===== src/rtl/bcd_serial_addsub.sv =====
// Digit-serial packed-BCD adder/subtractor.
// One BCD digit is processed per clock, least significant digit first.
// Subtraction adds the 9's complement of B with an initial carry of 1; a
// final carry of 0 means the raw result is the 10's complement of a negative
// difference, which the FIX pass converts back into a magnitude.
//
// Handshake: start is sampled on a rising edge only while the block is idle
// (IDLE or DONE); at that edge a, b and op are captured and may change freely
// afterwards. busy is high while the operation runs, done pulses for exactly
// one cycle when result/neg/overflow/invalid become valid, and those outputs
// hold until the next accepted start. start while busy is dropped.
module bcd_serial_addsub #(
  parameter int DIGITS = 4
) (
  input  logic                  clk,
  input  logic                  rst_n,
  input  logic                  start,
  input  logic                  op,
  input  logic [4*DIGITS-1:0]   a,
  input  logic [4*DIGITS-1:0]   b,
  output logic                  busy,
  output logic                  done,
  output logic [4*DIGITS-1:0]   result,
  output logic                  neg,
  output logic                  overflow,
  output logic                  invalid,
  output logic [1:0]            o_dbg_state
);

  localparam int W  = 4 * DIGITS;
  localparam int IW = (DIGITS > 1) ? $clog2(DIGITS) : 1;

  typedef enum logic [1:0] {
    S_IDLE = 2'd0,
    S_RUN  = 2'd1,
    S_FIX  = 2'd2,
    S_DONE = 2'd3
  } state_t;

  state_t          r_state;
  logic [W-1:0]    r_a;
  logic [W-1:0]    r_b;
  logic            r_op;
  logic            r_carry;
  logic [IW-1:0]   r_idx;
  logic [W-1:0]    r_result;
  logic            r_neg;
  logic            r_ovf;
  logic            r_inv;
  logic            r_busy;
  logic            r_done;

  state_t          w_state_nx;
  logic [W-1:0]    w_a_nx;
  logic [W-1:0]    w_b_nx;
  logic            w_op_nx;
  logic            w_carry_nx;
  logic [IW-1:0]   w_idx_nx;
  logic [W-1:0]    w_result_nx;
  logic            w_neg_nx;
  logic            w_ovf_nx;
  logic            w_inv_nx;

  logic            w_bad;
  logic            w_last;
  logic [3:0]      w_a_dig;
  logic [3:0]      w_b_dig;
  logic [3:0]      w_r_dig;
  logic [3:0]      w_bx_dig;
  logic [4:0]      w_sum;
  logic            w_big;
  logic [3:0]      w_dig;

  assign busy        = r_busy;
  assign done        = r_done;
  assign result      = r_result;
  assign neg         = r_neg;
  assign overflow    = r_ovf;
  assign invalid     = r_inv;
  assign o_dbg_state = r_state;

  assign w_last = (r_idx == IW'(DIGITS - 1));

  // Flag any captured operand digit that is not a legal BCD digit.
  always_comb begin
    w_bad = 1'b0;
    for (int i = 0; i < DIGITS; i++) begin
      if (r_a[4*i +: 4] > 4'd9 || r_b[4*i +: 4] > 4'd9) w_bad = 1'b1;
    end
  end

  // Single-digit BCD adder shared by the RUN and FIX passes.
  always_comb begin
    w_a_dig  = r_a[4*int'(r_idx) +: 4];
    w_b_dig  = r_b[4*int'(r_idx) +: 4];
    w_r_dig  = r_result[4*int'(r_idx) +: 4];
    w_bx_dig = r_op ? (4'd9 - w_b_dig) : w_b_dig;
    if (r_state == S_FIX) begin
      w_sum = {1'b0, 4'd9 - w_r_dig} + {4'd0, r_carry};
    end else begin
      w_sum = {1'b0, w_a_dig} + {1'b0, w_bx_dig} + {4'd0, r_carry};
    end
    w_big = (w_sum > 5'd9);
    w_dig = w_big ? (w_sum[3:0] + 4'd6) : w_sum[3:0];
  end

  // Next-state and next-datapath logic for the digit-serial FSM.
  always_comb begin
    w_state_nx  = r_state;
    w_a_nx      = r_a;
    w_b_nx      = r_b;
    w_op_nx     = r_op;
    w_carry_nx  = r_carry;
    w_idx_nx    = r_idx;
    w_result_nx = r_result;
    w_neg_nx    = r_neg;
    w_ovf_nx    = r_ovf;
    w_inv_nx    = r_inv;
    case (r_state)
      S_IDLE, S_DONE: begin
        w_state_nx = S_IDLE;
        if (start) begin
          w_a_nx      = a;
          w_b_nx      = b;
          w_op_nx     = op;
          w_result_nx = '0;
          w_neg_nx    = 1'b0;
          w_ovf_nx    = 1'b0;
          w_inv_nx    = 1'b0;
          w_idx_nx    = '0;
          w_carry_nx  = op;
          w_state_nx  = S_RUN;
        end
      end
      S_RUN: begin
        if (w_bad) begin
          // Non-BCD input: report and finish without doing any arithmetic.
          w_inv_nx    = 1'b1;
          w_result_nx = '0;
          w_state_nx  = S_DONE;
        end else begin
          w_result_nx[4*int'(r_idx) +: 4] = w_dig;
          w_carry_nx = w_big;
          if (w_last) begin
            if (!r_op) begin
              w_ovf_nx   = w_big;
              w_state_nx = S_DONE;
            end else if (w_big) begin
              w_neg_nx   = 1'b0;
              w_state_nx = S_DONE;
            end else begin
              // Negative difference: recomplement the raw result.
              w_neg_nx   = 1'b1;
              w_idx_nx   = '0;
              w_carry_nx = 1'b1;
              w_state_nx = S_FIX;
            end
          end else begin
            w_idx_nx = r_idx + IW'(1);
          end
        end
      end
      S_FIX: begin
        w_result_nx[4*int'(r_idx) +: 4] = w_dig;
        w_carry_nx = w_big;
        if (w_last) begin
          w_state_nx = S_DONE;
        end else begin
          w_idx_nx = r_idx + IW'(1);
        end
      end
      default: w_state_nx = S_IDLE;
    endcase
  end

  // State, datapath and registered status outputs.
  always_ff @(posedge clk or negedge rst_n) begin
    if (!rst_n) begin
      r_state  <= S_IDLE;
      r_a      <= '0;
      r_b      <= '0;
      r_op     <= 1'b0;
      r_carry  <= 1'b0;
      r_idx    <= '0;
      r_result <= '0;
      r_neg    <= 1'b0;
      r_ovf    <= 1'b0;
      r_inv    <= 1'b0;
      r_busy   <= 1'b0;
      r_done   <= 1'b0;
    end else begin
      r_state  <= w_state_nx;
      r_a      <= w_a_nx;
      r_b      <= w_b_nx;
      r_op     <= w_op_nx;
      r_carry  <= w_carry_nx;
      r_idx    <= w_idx_nx;
      r_result <= w_result_nx;
      r_neg    <= w_neg_nx;
      r_ovf    <= w_ovf_nx;
      r_inv    <= w_inv_nx;
      r_busy   <= (w_state_nx == S_RUN) || (w_state_nx == S_FIX);
      r_done   <= (w_state_nx == S_DONE);
    end
  end

endmodule


===== config.mk =====
export PLATFORM = sky130hd
export DESIGN_NAME = bcd_serial_addsub
export DESIGN_NICKNAME = d
export VERILOG_FILES = /design/src/rtl/bcd_serial_addsub.sv
export SDC_FILE = /design/constraint.sdc
export NUM_CORES = 1
export LEC_CHECK = 0
export ABC_AREA = 0
export ABC_CLOCK_PERIOD_IN_PS = 9300
export CORE_UTILIZATION = 55
export DETAILED_ROUTE_END_ITERATION = 16
export GPL_ROUTABILITY_DRIVEN = 0
export GPL_TIMING_DRIVEN = 0
export PLACE_DENSITY = 0.83
export SYNTH_ARGS = -nofsm -noshare
export SYNTH_HDL_FRONTEND = slang
export SYNTH_SLANG_ARGS = --single-unit

===== constraint.sdc =====
create_clock -name clk -period 9.3 [get_ports clk]
set_input_delay 1.86 -clock clk [delete_from_list [all_inputs] [get_ports clk]]
set_output_delay 1.86 -clock clk [all_outputs]
set_load 0.005 [all_outputs]

==> run metrics, run 1 <==
outcome=finished, final reports clean; Initial Util=58.5%; Post-synth EDFFs=0; RSZ-0062 raised after global routing=false; die height=79.7 um; I/O Pins=59; cts bufs inserted=9; Worst-Skew Late Latency=0.34 ns; critical path endpoint category=register; YS warnings=0; # DRC=0; largest area contributor in the netlist=dfrtp_1; CTS tree=yes; HP Class=register to register; Core Area=5680 um^2; H-Tree Depth=3; initial antenna violation count=0; post-synth cell types=44; Core Rows=27; Slew headroom=40.4%; layout cells sized above 1=around a fifth; Max Buffers Root-to-Sink=2; worst-path fanout max=10; Remaining Overflow, GRT=0; Hold Buf Count CTS=0; post-synth net total=roughly 350; Worst Clk Skew=0.00894 ns; vias in the first global route=2,678; DR vias/cell=5.96; Port Buffers=58; HPWL Detailed=approximately 5.7 mm; max-cap violations=0; most frequent cells in the layout=dfrtp_1, clkdlybuf4s50_1, mux2_2; final setup TNS=0 ns; Initial DRT Pass Iterations=4; max-slew violations=0; Worst EP required=9.52 ns; area delta synth->final=27.1%; final hold violations=0; largest net degree at the start of global routing=41; nature of the critical path startpoint=register; top cells by area, synth=dfrtp_1, mux2_2, ha_1; drt wl/cell=approximately 17 um; sequential area share after synthesis=44.5%; FF+latch area=1480 um^2; GR Util All Layers=27.0%; Die ar.=6350 um^2; Initial DRC Count=221; chip width=79.7 um; part of the cycle the worst path needs=52.1%; Finish-stage setup viols=0; arrival time worst endpoint=5.07 ns; fin crit period=4.84 ns; setup bufs post-CTS=0; area of the multi-input gates=1730 um^2; Nets=around 420; CP Class=register to register; first-pass GRT wire length=12.5 mm; total routed wirelength=~7.6 mm; Root Driver=clkbuf_8; clock sinks=roughly 60; commonest non-fill, non-tap cell in the layout=dfrtp_1; cell area after synthesis=3320 um^2; post-synth top area share=44.5%; CTS resizes=0; cells after synthesis=287; # diodes=0; worst slew pin tran=approximately 0.89 ns; Yosys reg bits=59; Synth Flop Type=dfrtp_1; asr flop ratio synth=100%; Clock Pin Slew Worst Setup and Hold Paths=0.07 ns; fillers=382; final antenna-violating net count=0; syn_area_per_cell=11.6 um^2; fmax=a little over 200 MHz; via count=2,587
-- stage by stage --
step	setup WS [ns]	area [um^2]	utilization (%)	hold slack [ns]	cells
2_1_floorplan	5.11	3320	-	0.470	287
3_3_place_gp	4.53	3990	70.3	0.481	417
3_5_place_dp	4.46	4010	70.6	0.492	418
4_1_cts	4.44	4220	74.3	0.506	434
5_1_grt	4.09	4220	74.3	0.531	434
6_report	4.46	4220	74.3	0.507	434
-- registers in the layout (all words and copies together), names as in the netlist, 2 cells and up --
signal / count
r_a: 16
r_idx: 2
o_dbg_state: 2
result: 16
r_b: 16
-- metal layers --
layer	wire length, um	up-vias	GRT usage, %
li1	-	1187	-
met1	3180	1270	32.8
met2	3770	97	44.1
met3	273	33	4.46
met4	344	0	17.6
met5	0	-	0
-- cell usage after synthesis, types with 2 or more instances --
library cell / number
a21oi_1: 9
a22o_1: 5
a31oi_1: 2
a32o_1: 4
clkbuf_1: 7
dfrtp_1: 59
fa_1: 2
ha_1: 20
inv_1: 19
mux2_2: 33
mux2i_1: 3
mux4_1: 2
mux4_2: 10
nand2_1: 27
nand2b_1: 3
nand3_1: 5
nand4_1: 5
nor2_1: 10
nor3_1: 2
nor3b_1: 2
o21ai_0: 29
or3_1: 2
xnor2_1: 4
xor2_1: 3
-- cells by family (layout without fill, tap and decap cells) --
group                      Yosys count  after routing  share of synthesized area (%)
and+or+nand+nor                     64             64                           9.46
DFF                                 59             59                           44.5
AOI/OAI and AO/OA                   56             56                           10.6
muxes                               49             49                           20.9
buffers and inverters               29            104                           3.54
adders and majority gates           22             22                           8.74
xor gates and xnor gates             8              8                           2.34
-- worst max-delay path, stage by stage (launching register included) --
cell and delay [ns]:
dfrtp_1 0.43, buf_6 0.18, clkbuf_1 0.57, mux4_2 0.61, inv_1 0.12, ha_1 0.25, nand2_1 0.06, o21ai_0 0.09
ha_1 0.35, xnor2_1 0.17, o21ai_0 0.37, ha_1 0.22, nand2_1 0.06, a32o_1 0.29, o21ai_4 0.29, o21ai_0 0.15
a31oi_1 0.25, ha_1 0.28
-- layout make-up --
class | instances | area share [%]
clock buffers | 12 | 3.92
repair buffers | 59 | 14.1
flip-flops and latches | 59 | 35.0
multi-input cells | 199 | 40.9
inverters | 19 | 1.69
clock inverters | 4 | 1.13
plain buffers | 10 | 1.10
well taps | 72 | 2.14
-- worst paths after layout --
check,cells after the start,to,slack (ns),from
max,17,busy,4.46,r_idx[0]
min,2,result[13],0.51,result[13]
max reg2reg,17,busy,4.46,r_idx[0]
min reg2reg,2,result[13],0.51,result[13]
max in group asynchronous,2,r_a[14],7.25,rst_n
min in group asynchronous,1,result[7],1.47,rst_n
Power of run 1 is left out: the tool's default activity adds up to more than one toggle a clock period on the data nets, which glitch-free logic cannot reach.
==> inputs of run 2 (changes only) <==
- ABC_CLOCK_PERIOD_IN_PS: 9300 -> 4450
- CORE_UTILIZATION: 55 -> 48
- PLACE_DENSITY: 0.83 -> 0.77
- clock period: 9.3 -> 4.45 ns (I/O delays scaled with it)
==> run 2 against run 1 <==
  * Non-clock buffer count up 2
  * First-iteration DRC count fell by 40%
  * Flip-flop and latch count stayed put
  * Final cell count up 1.6%
  * Worst hold slack got worse by 0.011 ns
  * Cell area grew 1.2%
  * Global-route usage is 4.8 points lower
  * Maximum frequency is 16% higher
  * Worst setup slack worse by 4.2 ns
  * Clock skew is 0.0032 ns higher
  * Count of clock-buffer cells in the layout is the same
  * Critical endpoint unchanged
==> run metrics, run 2 (same netlist as run 1, synthesis figures left out) <==
outcome=finished, final reports clean; Reg2Reg Depth=14; worst slew pin tran=0.737 ns; FF+latch area=1480 um^2; Clock Pin Slew Worst Setup and Hold Paths=~0.070 ns; Port Buffers=58; final hold violations=0; hold_sp=r_b[4]; Worst-Skew Late Latency=between 0.3 and 0.4 ns; DR vias/cell=5.77; R2R Path Start=r_idx[1]; Nets=~420; layout cells sized above 1=20.1%; initial antenna violation count=0; RSZ-0062 raised after global routing=false; vias in the first global route=2,571; via count=~2,500; fmax=239 MHz; Initial DRC Count=between 100 and 150; Hold EP=r_b[4]; met3 usage=3.79%; Root Driver=clkbuf_8; setup ws final=0.268 ns; Worst Path Buf+Inv=1; Hold Buf Count CTS=0; crit path max-delay cell type=dfrtp_1; fillers=503; total routed wirelength=7.29 mm; I/O Pins=slightly below 60; Remaining Overflow, GRT=0; drt wl/cell=16.5 um; most frequent cells in the layout=dfrtp_1, clkdlybuf4s50_1, mux2_2; hold path depth=1; Max Buffers Root-to-Sink=2; arrival time worst endpoint=between 4 and 5 ns; Slew headroom=around half; global-route met1 utilization=a little over a quarter; clock sinks=59; final antenna-violating net count=0; max-slew violations=0; cts bufs inserted=9; area of the multi-input gates=1730 um^2; Core Area=roughly 6500 um^2; M2 GR Usage=about two fifths; Worst EP required=4.66 ns; # DRC=0; nature of the critical path startpoint=register; critical path endpoint category=register; commonest non-fill, non-tap cell in the layout=dfrtp_1; Core Rows=29; FF-to-FF End=busy; die height=85.2 um; GR peak layer=met2; Worst Clk Skew=~0.012 ns; Finish-stage setup viols=0; chip width=85.2 um; CTS tree=yes; Post-Place Setup Slack=-0.477 ns; HPWL Detailed=about 5.7 mm; R2R Setup Slk=around 0.27 ns; critical path's top delay family=adder cells; HP Class=register to register; # diodes=0; fin crit period=4.18 ns; largest net degree at the start of global routing=32; H-Tree Depth=3; CP max stage delay=0.53 ns; max-cap violations=0; CP cell instances=buf_2 > mux4_1 > xnor2_1 > fa_1 > fa_1 > nor2_1 > a21oi_2 > ha_1 > nand2_1 > a32o_1 > o21ai_4 > o21ai_0 > a31oi_1 > ha_1; GR Util All Layers=between 20 and 25%; CP Class=register to register; worst-path fanout max=10; Die ar.=7250 um^2; part of the cycle the worst path needs=between 90% and 100%; first-pass GRT wire length=12.2 mm; Initial DRT Pass Iterations=5; Initial Util=51.1%; area delta synth->final=28.6%
run 2: worst max path at each step:
stage / startpoint / endpoint / slack, ns / cells after the start
6_report: r_idx[1] / busy / 0.27 / 14
5_1_grt: r_idx[0] / busy / 0.008 / 17
4_1_cts: r_idx[1] / busy / 0.03 / 14
3_5_place_dp: r_idx[0] / busy / -0.48 / 17
3_3_place_gp: r_idx[0] / busy / -0.32 / 17
2_1_floorplan: r_idx[0] / busy / 0.26 / 17
run 2: final cells by class:
cell class / count / area share [%]
Sequential cell: 59 / 34.6
Tap cell: 77 / 2.26
Clock inverter: 4 / 1.70
Clock buffer: 12 / 3.63
Inverter: 19 / 1.67
Multi-Input combinational cell: 199 / 40.6
Timing Repair Buffer: 61 / 14.3
Buffer: 10 / 1.29
run 2: metal layers:
layer,share of wire (%),up-vias
met5,0,-
met4,2.3,0
met3,4.7,16
met2,51,91
met1,42,1246
li1,-,1191
run 2: worst reg2reg max path, cell delays in order (launching register included):
cell,delay (ns)
dfrtp_1,0.53
buf_2,0.36
mux4_1,0.36
xnor2_1,0.16
fa_1,0.42
fa_1,0.51
nor2_1,0.05
a21oi_2,0.25
ha_1,0.20
nand2_1,0.05
a32o_1,0.28
o21ai_4,0.19
o21ai_0,0.13
a31oi_1,0.26
ha_1,0.29
run 2: what timing repair did:
action	4_1_cts	5_1_grt
pin swaps	0	1
endpoints found under the setup margin	17	6
setup buffers	0	2
gates resized for setup	4	4
gates cloned	0	0
run 2: stage by stage:
stage / hold WS, ns / TNS, ns / utilization, % / std cells / area, um^2
2_1_floorplan: 0.470 / 0 / - / 287 / 3320
3_3_place_gp: 0.480 / -1.38 / 61.5 / 422 / 4000
3_5_place_dp: 0.486 / -3.27 / 61.8 / 423 / 4010
4_1_cts: 0.501 / 0 / 65.3 / 439 / 4240
5_1_grt: 0.520 / 0 / 65.7 / 441 / 4270
6_report: 0.497 / 0 / 65.7 / 441 / 4270
Power of run 2 is left out for the same reason.
